--- src/rtl/sar_mag_search.sv ---
// Successive-approximation search driving an external magnitude comparator.
// Recovers the unknown operand A MSB first, with early exit on equality.
module sar_mag_search #(
  parameter int WIDTH  = 8,
  parameter int SETTLE = 1
) (
  input  logic             clk,
  input  logic             rst,
  input  logic             start,
  input  logic             alb,
  input  logic             agb,
  input  logic             aeb,
  output logic [WIDTH-1:0] probe,
  output logic             busy,
  output logic             done,
  output logic [WIDTH-1:0] result,
  output logic             err
);

  localparam int BW = (WIDTH > 1) ? $clog2(WIDTH) : 1;

  localparam logic [WIDTH-1:0] MSB = {1'b1, {(WIDTH-1){1'b0}}};
  localparam logic [WIDTH-1:0] LSB = {{(WIDTH-1){1'b0}}, 1'b1};
  localparam logic [BW-1:0]    TOP = BW'(WIDTH-1);
  localparam logic [2:0]       LAST = 3'(SETTLE);

  typedef enum logic [1:0] {
    IDLE,
    TRIAL,
    DONE
  } state_t;

  state_t           state_q, state_d;
  logic [WIDTH-1:0] probe_q, probe_d;
  logic [WIDTH-1:0] result_q, result_d;
  logic [BW-1:0]    bit_q, bit_d;
  logic [2:0]       cnt_q, cnt_d;
  logic             err_q, err_d;

  logic [WIDTH-1:0] cur_bit;
  logic [WIDTH-1:0] adj;
  logic             flags_ok;

  // Trial arithmetic: current bit mask and probe after the keep/clear decision
  always_comb begin
    cur_bit  = LSB << bit_q;
    adj      = alb ? (probe_q & ~cur_bit) : probe_q;
    flags_ok = 1'b0;
    unique case ({alb, agb, aeb})
      3'b100, 3'b010, 3'b001: flags_ok = 1'b1;
      default:                flags_ok = 1'b0;
    endcase
  end

  // Next-state and datapath updates for the search FSM
  always_comb begin
    state_d  = state_q;
    probe_d  = probe_q;
    result_d = result_q;
    bit_d    = bit_q;
    cnt_d    = cnt_q;
    err_d    = err_q;
    unique case (state_q)
      IDLE: begin
        if (start) begin
          state_d = TRIAL;
          probe_d = MSB;
          bit_d   = TOP;
          cnt_d   = '0;
          err_d   = 1'b0;
        end
      end
      TRIAL: begin
        if (cnt_q != LAST) begin
          cnt_d = cnt_q + 3'd1;
        end else if (!flags_ok) begin
          err_d    = 1'b1;
          result_d = '0;
          probe_d  = '0;
          state_d  = DONE;
        end else if (aeb) begin
          result_d = probe_q;
          probe_d  = '0;
          state_d  = DONE;
        end else if (bit_q == '0) begin
          result_d = adj;
          probe_d  = '0;
          state_d  = DONE;
        end else begin
          probe_d = adj | (cur_bit >> 1);
          bit_d   = bit_q - BW'(1);
          cnt_d   = '0;
        end
      end
      DONE: begin
        state_d = IDLE;
      end
      default: begin
        state_d = IDLE;
        probe_d = '0;
      end
    endcase
  end

  // State register with synchronous reset
  always_ff @(posedge clk) begin
    if (rst) begin
      state_q  <= IDLE;
      probe_q  <= '0;
      result_q <= '0;
      bit_q    <= '0;
      cnt_q    <= '0;
      err_q    <= 1'b0;
    end else begin
      state_q  <= state_d;
      probe_q  <= probe_d;
      result_q <= result_d;
      bit_q    <= bit_d;
      cnt_q    <= cnt_d;
      err_q    <= err_d;
    end
  end

  assign probe  = probe_q;
  assign busy   = (state_q == TRIAL);
  assign done   = (state_q == DONE);
  assign result = result_q;
  assign err    = err_q;

endmodule

--- config.mk ---
export PLATFORM = sky130hd
export DESIGN_NAME = sar_mag_search
export DESIGN_NICKNAME = d
export VERILOG_FILES = /design/src/rtl/sar_mag_search.sv
export SDC_FILE = /design/constraint.sdc
export NUM_CORES = 1
export LEC_CHECK = 0
export BUFFER_PORTS_ARGS = -buffer_cell sky130_fd_sc_hd__buf_2
export CAP_MARGIN = 15
export CORE_UTILIZATION = 45
export CTS_CLUSTER_DIAMETER = 60
export DETAILED_ROUTE_END_ITERATION = 8
export GPL_TIMING_DRIVEN = 0
export PLACE_DENSITY_LB_ADDON = 0.1
export SKIP_LAST_GASP = 1
export SYNTH_ARGS = -nofsm -noshare
export SYNTH_HDL_FRONTEND = slang
export SYNTH_SLANG_ARGS = --single-unit
--- constraint.sdc ---
create_clock -name clk -period 2.1 [get_ports clk]
set_input_delay 0.105 -clock clk [delete_from_list [all_inputs] [get_ports clk]]
set_output_delay 0.105 -clock clk [all_outputs]
set_load 0.02 [all_outputs]
-- Yosys cells after proc, flatten, opt, wreduce, memory -nomap -nowiden
Index checks and enable logic that the tools add are counted.
W data, S select, Z words.
- memory bits (read-only): 0
- memory bits (writable): 0
- register bits after elaboration: 25
- bits in latches: 0
- input bits: 6
- memories: 0
- logic and storage cells: 74
- muxes and demuxes: 33
- reduce and logical (&&, ||, !) cells: 10
- $add $sub $neg: 2
- $lt $le $gt $ge: 0
- shift-type cells: 1
- multiply operators: 0
- div/mod/pow operators: 0
- bitwise logic cells: 5
- eq/ne operators: 17
- operators with widths (cell ; number):
    $mux W8 ; 9
    $mux W3 ; 10
    $pmux W8 S3 ; 1
    $pmux W3 S2 ; 2
    $mux W2 ; 5
    $ne A2 B2 Y1 const B ; 5
    $reduce_and A3 Y1 ; 3
    $and A8 B8 Y8 ; 1
    $not A8 Y8 ; 1
    $or A8 B7 Y8 ; 1
    $shl A1 B3 Y8 const A ; 1
    $ne A3 B1 Y1 const B ; 2
    $ne A3 B2 Y1 const B ; 2
    $reduce_and A6 Y1 ; 1
    $reduce_and A5 Y1 ; 1
    $mux W1 ; 4
    $ne A4 B3 Y1 const B ; 1
    $pmux W2 S2 ; 1
    $reduce_and A4 Y1 ; 1
    $add A3 B1 Y3 const B ; 1
    $eq A3 B1 Y1 const B ; 1
    $eq A3 B2 Y1 const B ; 1
    $eq A3 B3 Y1 const B ; 1
    $logic_not A3 Y1 ; 1
    other kinds (10) ; 11

-- Logic depth before layout (Yosys ltp)
- depth after elaboration: 10
- mapped depth: 7

-- Least setup slack after synthesis
OpenSTA, ideal clock, no wires.
- path type: reg-to-reg
- start point: register bit_q[0]
- end point: register probe_q[5] (netlist: probe[5])
- data required time: 2030 ps
- buffers on the path: 1
- cell stages (with the launch flop): 8
- library setup time: 70 ps
- data arrival time: 1881 ps
- period minus slack after synthesis: 1951 ps
- setup slack: 149 ps
- cell sequence: dfxtp_1 inv_1 ha_1 nor2b_1 or3_1 clkbuf_1 or4_1 a21oi_1
- cells in the longest elaborated chain, start to end: 10
- elaborated cells between the ends (all ways): 11
- those cells by class: 1 x shift; 6 x mux; 3 x bitwise; 1 x reduce/logical
- RTL lines (what ; RTL line ; source):
    start, declared ; 36 ; logic [BW-1:0] bit_q, bit_d;
    start signal, assigned ; 118 ; bit_q <= bit_d;
    $shl A1 B3 Y8 ; 46 ; cur_bit = LSB << bit_q;
    $not A8 Y8 ; 47 ; adj = alb ? (probe_q & ~cur_bit) : probe_q;
    $and A8 B8 Y8 ; 47 ;
    $mux W8 ; 47 ;
    $or A8 B7 Y8 ; 90 ; probe_d = adj | (cur_bit >> 1);
    $mux W8 * ; 85 ; end else if (bit_q == '0) begin
    $mux W8 * ; 81 ; end else if (aeb) begin
    $mux W8 * ; 76 ; end else if (!flags_ok) begin
    $mux W8 * ; 74 ; if (cnt_q != LAST) begin
    $pmux W8 S3 * ; 63 ; unique case (state_q)
    end signal, assigned ; 116 ; probe_q <= probe_d;
    end, declared ; 34 ; logic [WIDTH-1:0] probe_q, probe_d;
Mark *: on every way between the ends. The rest lies on a longest branch, timed or not. The select of a mux whose other input is x is not followed.
A chain may end at the register's enable or synchronous reset.

-- Final worst setup path
- start point: register bit_q[1]
- end point: register bit_q[1]
- cells in the longest elaborated chain, start to end: 6
- elaborated cells between the ends (all ways): 9
- those cells by class: 1 x add/sub; 1 x eq/ne; 5 x mux; 2 x reduce/logical
- RTL lines (what ; RTL line ; source):
    $sub A3 B1 Y3 ; 91 ; bit_d = bit_q - BW'(1);
    $mux W3 ; 85 ;
    $mux W3 ; 81 ;
    $mux W3 ; 76 ;
    $mux W3 ; 74 ;
    $pmux W3 S2 ; 63 ;
Several ways; a longest one is shown, not always the timed one. The select of a mux whose other input is x is not followed.

==> results.yml <==
floorplanning:
  io-pin-count: 25
  die_y_um: 57.5
  num_rows: 19
  core_um2: 2830
  dieArea_um2: 3310
  fp.dieW_um: 57.5
  start_util_pct: 49.0
detailed_routing:
  first_pass_iters: 6
  drt-total-wl_um: 3520
  wl_per_cell_um: 15.9
  drtIter0Drc: 78
  via_per_inst: 6.14
  drc: 1
  vias: 1363
  ant_nets: 0
clock_network:
  clkTransAtPathRegs_ps: 140
  numCtsBuffers: 3
  clockBufferDepth: 2
  cts_sinks: 25
  cts_setup_buffers: 0
  htreeDepth: 1
  cts_root_buf: "clkbuf_4"
  clock_latency_ps: 320
  cts_tree: "yes"
critical_path:
  worst-r2r-cell-count: 6
  end_kind: "flop"
  cp_max_fo: 6
  r2r_start: "bit_q[1]$_SDFFE_PP0P_"
  r2r_end: "bit_q[1]$_SDFFE_PP0P_"
  crit_type: "flop to flop"
  rrSetupSlack_ps: 80
  required_ps: 2340
  worst_ep_arrival_time_ps: 2260
  worstSetupStartpointType: "flop"
yosys:
  synthCells: 168
  yosys_warnings: 0
  ys_types: 42
  synth_edf_count: 0
  synth_area_per_cell_um2: 8.26
  syn_nets: 179
  ys_seq_elements: 25
  ys_seq_area_share_pct: 36.1
  synth-main-ff-cell: "dfxtp_1"
  syn_area_um2: 1390
  synthArstFlopShare_pct: 0
min_path:
  hold_path_end: "state_q[0]$_SDFFE_PP0P_"
  min_path_cells: 3
  hp-class: "input port to flop"
  min-delay-start: "start"
outcome:
  status: "finished, violations left"
  violations: "DRC"
power_and_ir_drop:
  p_per_area_nw_per_um2: 596
  ir_drop_v: 0.000312
  p_leak_nw: 0.598
final_layout:
  mostFrequentLayoutCells: "dfxtp_1, buf_2, a21oi_1, nand2_1, inv_1"
  utilization_pct: 55.8
  diodes: 0
  final_common_cell: "dfxtp_1"
  finalNetCount: 203
  area_delta_synth_final_pct: 13.7
  drive_gt1_share_pct: 18.3
global_routing:
  grt_pass1_wl_um: 6020
  track_usage_pct: 23.3
  grt_start_max_net_pins: 15
  first_global_vias: 1301
  gr-total-overflow: 0
  antenna_found_initial: 0
placed_design:
  place.gp.congestion: 0.834
  port_buffers: 21
  pre_cts_ws_ps: -110
  dp_hpwl_um: 2650
timing:
  finalCriticalPeriod_ps: 2020
  skew_ps: 2.96
  worst-slew-pin-transition_ps: 647
  timing.final.ws_setup_ps: 76.7
  slew_violations: 0
  rsz0062_at_grt: "yes"
  relSlewSlack_pct: 56.5
  period_share_pct: 96.3
  setup_viol: 0
  fmax_ghz: 0.494
  hold_viol_final: 0
flow_run:
  maxCapViolCount: 0
==> area by class of cell <==
type	instances	area, um^2
Fill cell	276	1250
Tap cell	31	38.8
Sequential cell	25	502
Timing Repair Buffer	21	105
Buffer	9	37.5
Clock buffer	3	22.5
Inverter	9	33.8
Clock inverter	1	5.00
Multi-Input combinational cell	123	833
==> sequential cells by signal, summed over array words and instances (netlist names) <==
register,cells
result,8
bit_q,3
err,1
cnt_q,3
state_q,2
probe,8
==> where the power goes <==
group | leakage, nW | total (mW) | switching (mW) | internal (mW)
clock | 0.0177 | 0.220 | 0.149 | 0.0714
combinational | 0.377 | 0.212 | 0.140 | 0.0717
sequential | 0.203 | 0.509 | 0.0180 | 0.491
==> metal layers <==
layer  GRT usage [%]  share of wire, %  vias up
met5               0                 0        -
met4            8.36               1.5        0
met3            2.04               4.1        6
met2            37.4                46       42
met1            32.8                49      645
li1                -                 -      670
==> metrics by stage <==
step / hold slack (ps) / setup TNS, ps / power, mW / std cells / cell area, um^2
floorplan: 319 / 0 / 0.662 / 168 / 1390
global placement: 439 / -150 / 0.712 / 220 / 1530
detailed placement: 444 / -1120 / 0.720 / 220 / 1530
CTS: 157 / 0 / 0.937 / 222 / 1570
global route: 199 / -157 / 0.981 / 222 / 1580
finish: 161 / 0 / 0.941 / 222 / 1580
==> worst max path at each step <==
stage	from	end	slack [ps]	cells past startpoint
CTS	bit_q[0]$_SDFFE_PP0P_	probe[5]$_SDFFE_PP0P_	60	6
finish	bit_q[1]$_SDFFE_PP0P_	bit_q[1]$_SDFFE_PP0P_	80	6
floorplan	bit_q[0]$_SDFFE_PP0P_	probe[5]$_SDFFE_PP0P_	150	7
global route	bit_q[0]$_SDFFE_PP0P_	cnt_q[0]$_SDFFE_PP0P_	-50	6
global placement	bit_q[0]$_SDFFE_PP0P_	probe[3]$_SDFFE_PP0P_	-40	7
detailed placement	bit_q[0]$_SDFFE_PP0P_	probe[5]$_SDFFE_PP0P_	-110	7
==> logic make-up (layout without fill, tap and decap cells) <==
family                   Yosys count  after routing  share of synthesized area [%]
AO/OA/AOI/OAI                     58             58                           29.5
XOR/XNOR                           2              2                           1.26
AND/OR/NAND/NOR                   58             58                           23.0
buffers and inverters             20             43                           5.68
flip-flops                        25             25                           36.1
adder cells (fa/ha/maj)            5              5                           4.51
==> worst max-delay path, stage by stage (launching register included) <==
cell,delay [ps]
dfxtp_1,380
inv_1,100
ha_2,230
nor2b_1,200
nor3_1,520
o22ai_1,250
a221oi_1,270
==> synth_stat cells, types with 2 or more instances <==
library cell | count | share of area (%)
a21oi_1 | 14 | 5.0
nor2_1 | 6 | 1.6
a21boi_0 | 3 | 1.6
clkbuf_1 | 10 | 2.7
a311oi_1 | 2 | 1.3
or3b_2 | 2 | 1.3
a211oi_1 | 5 | 2.7
a22o_1 | 3 | 1.9
a221o_1 | 3 | 2.2
nand2b_1 | 6 | 2.7
nor4b_1 | 3 | 1.9
o221ai_1 | 2 | 1.3
o32ai_1 | 3 | 1.9
o21ai_0 | 6 | 2.2
nor2b_1 | 7 | 3.2
o211ai_1 | 2 | 1.1
o22ai_1 | 5 | 2.3
and2_1 | 2 | 0.90
inv_1 | 9 | 2.4
nor3b_1 | 2 | 1.1
dfxtp_1 | 25 | 36
nand2_1 | 12 | 3.2
ha_1 | 5 | 4.5
nor3_1 | 7 | 2.5
nand3_1 | 6 | 2.2
xnor2_1 | 2 | 1.3
==> timing repair <==
action,CTS,global route
hold buffers,0,0
setup endpoints to repair,14,21
resized for setup,4,2
(Power assumes the default switching activity.)
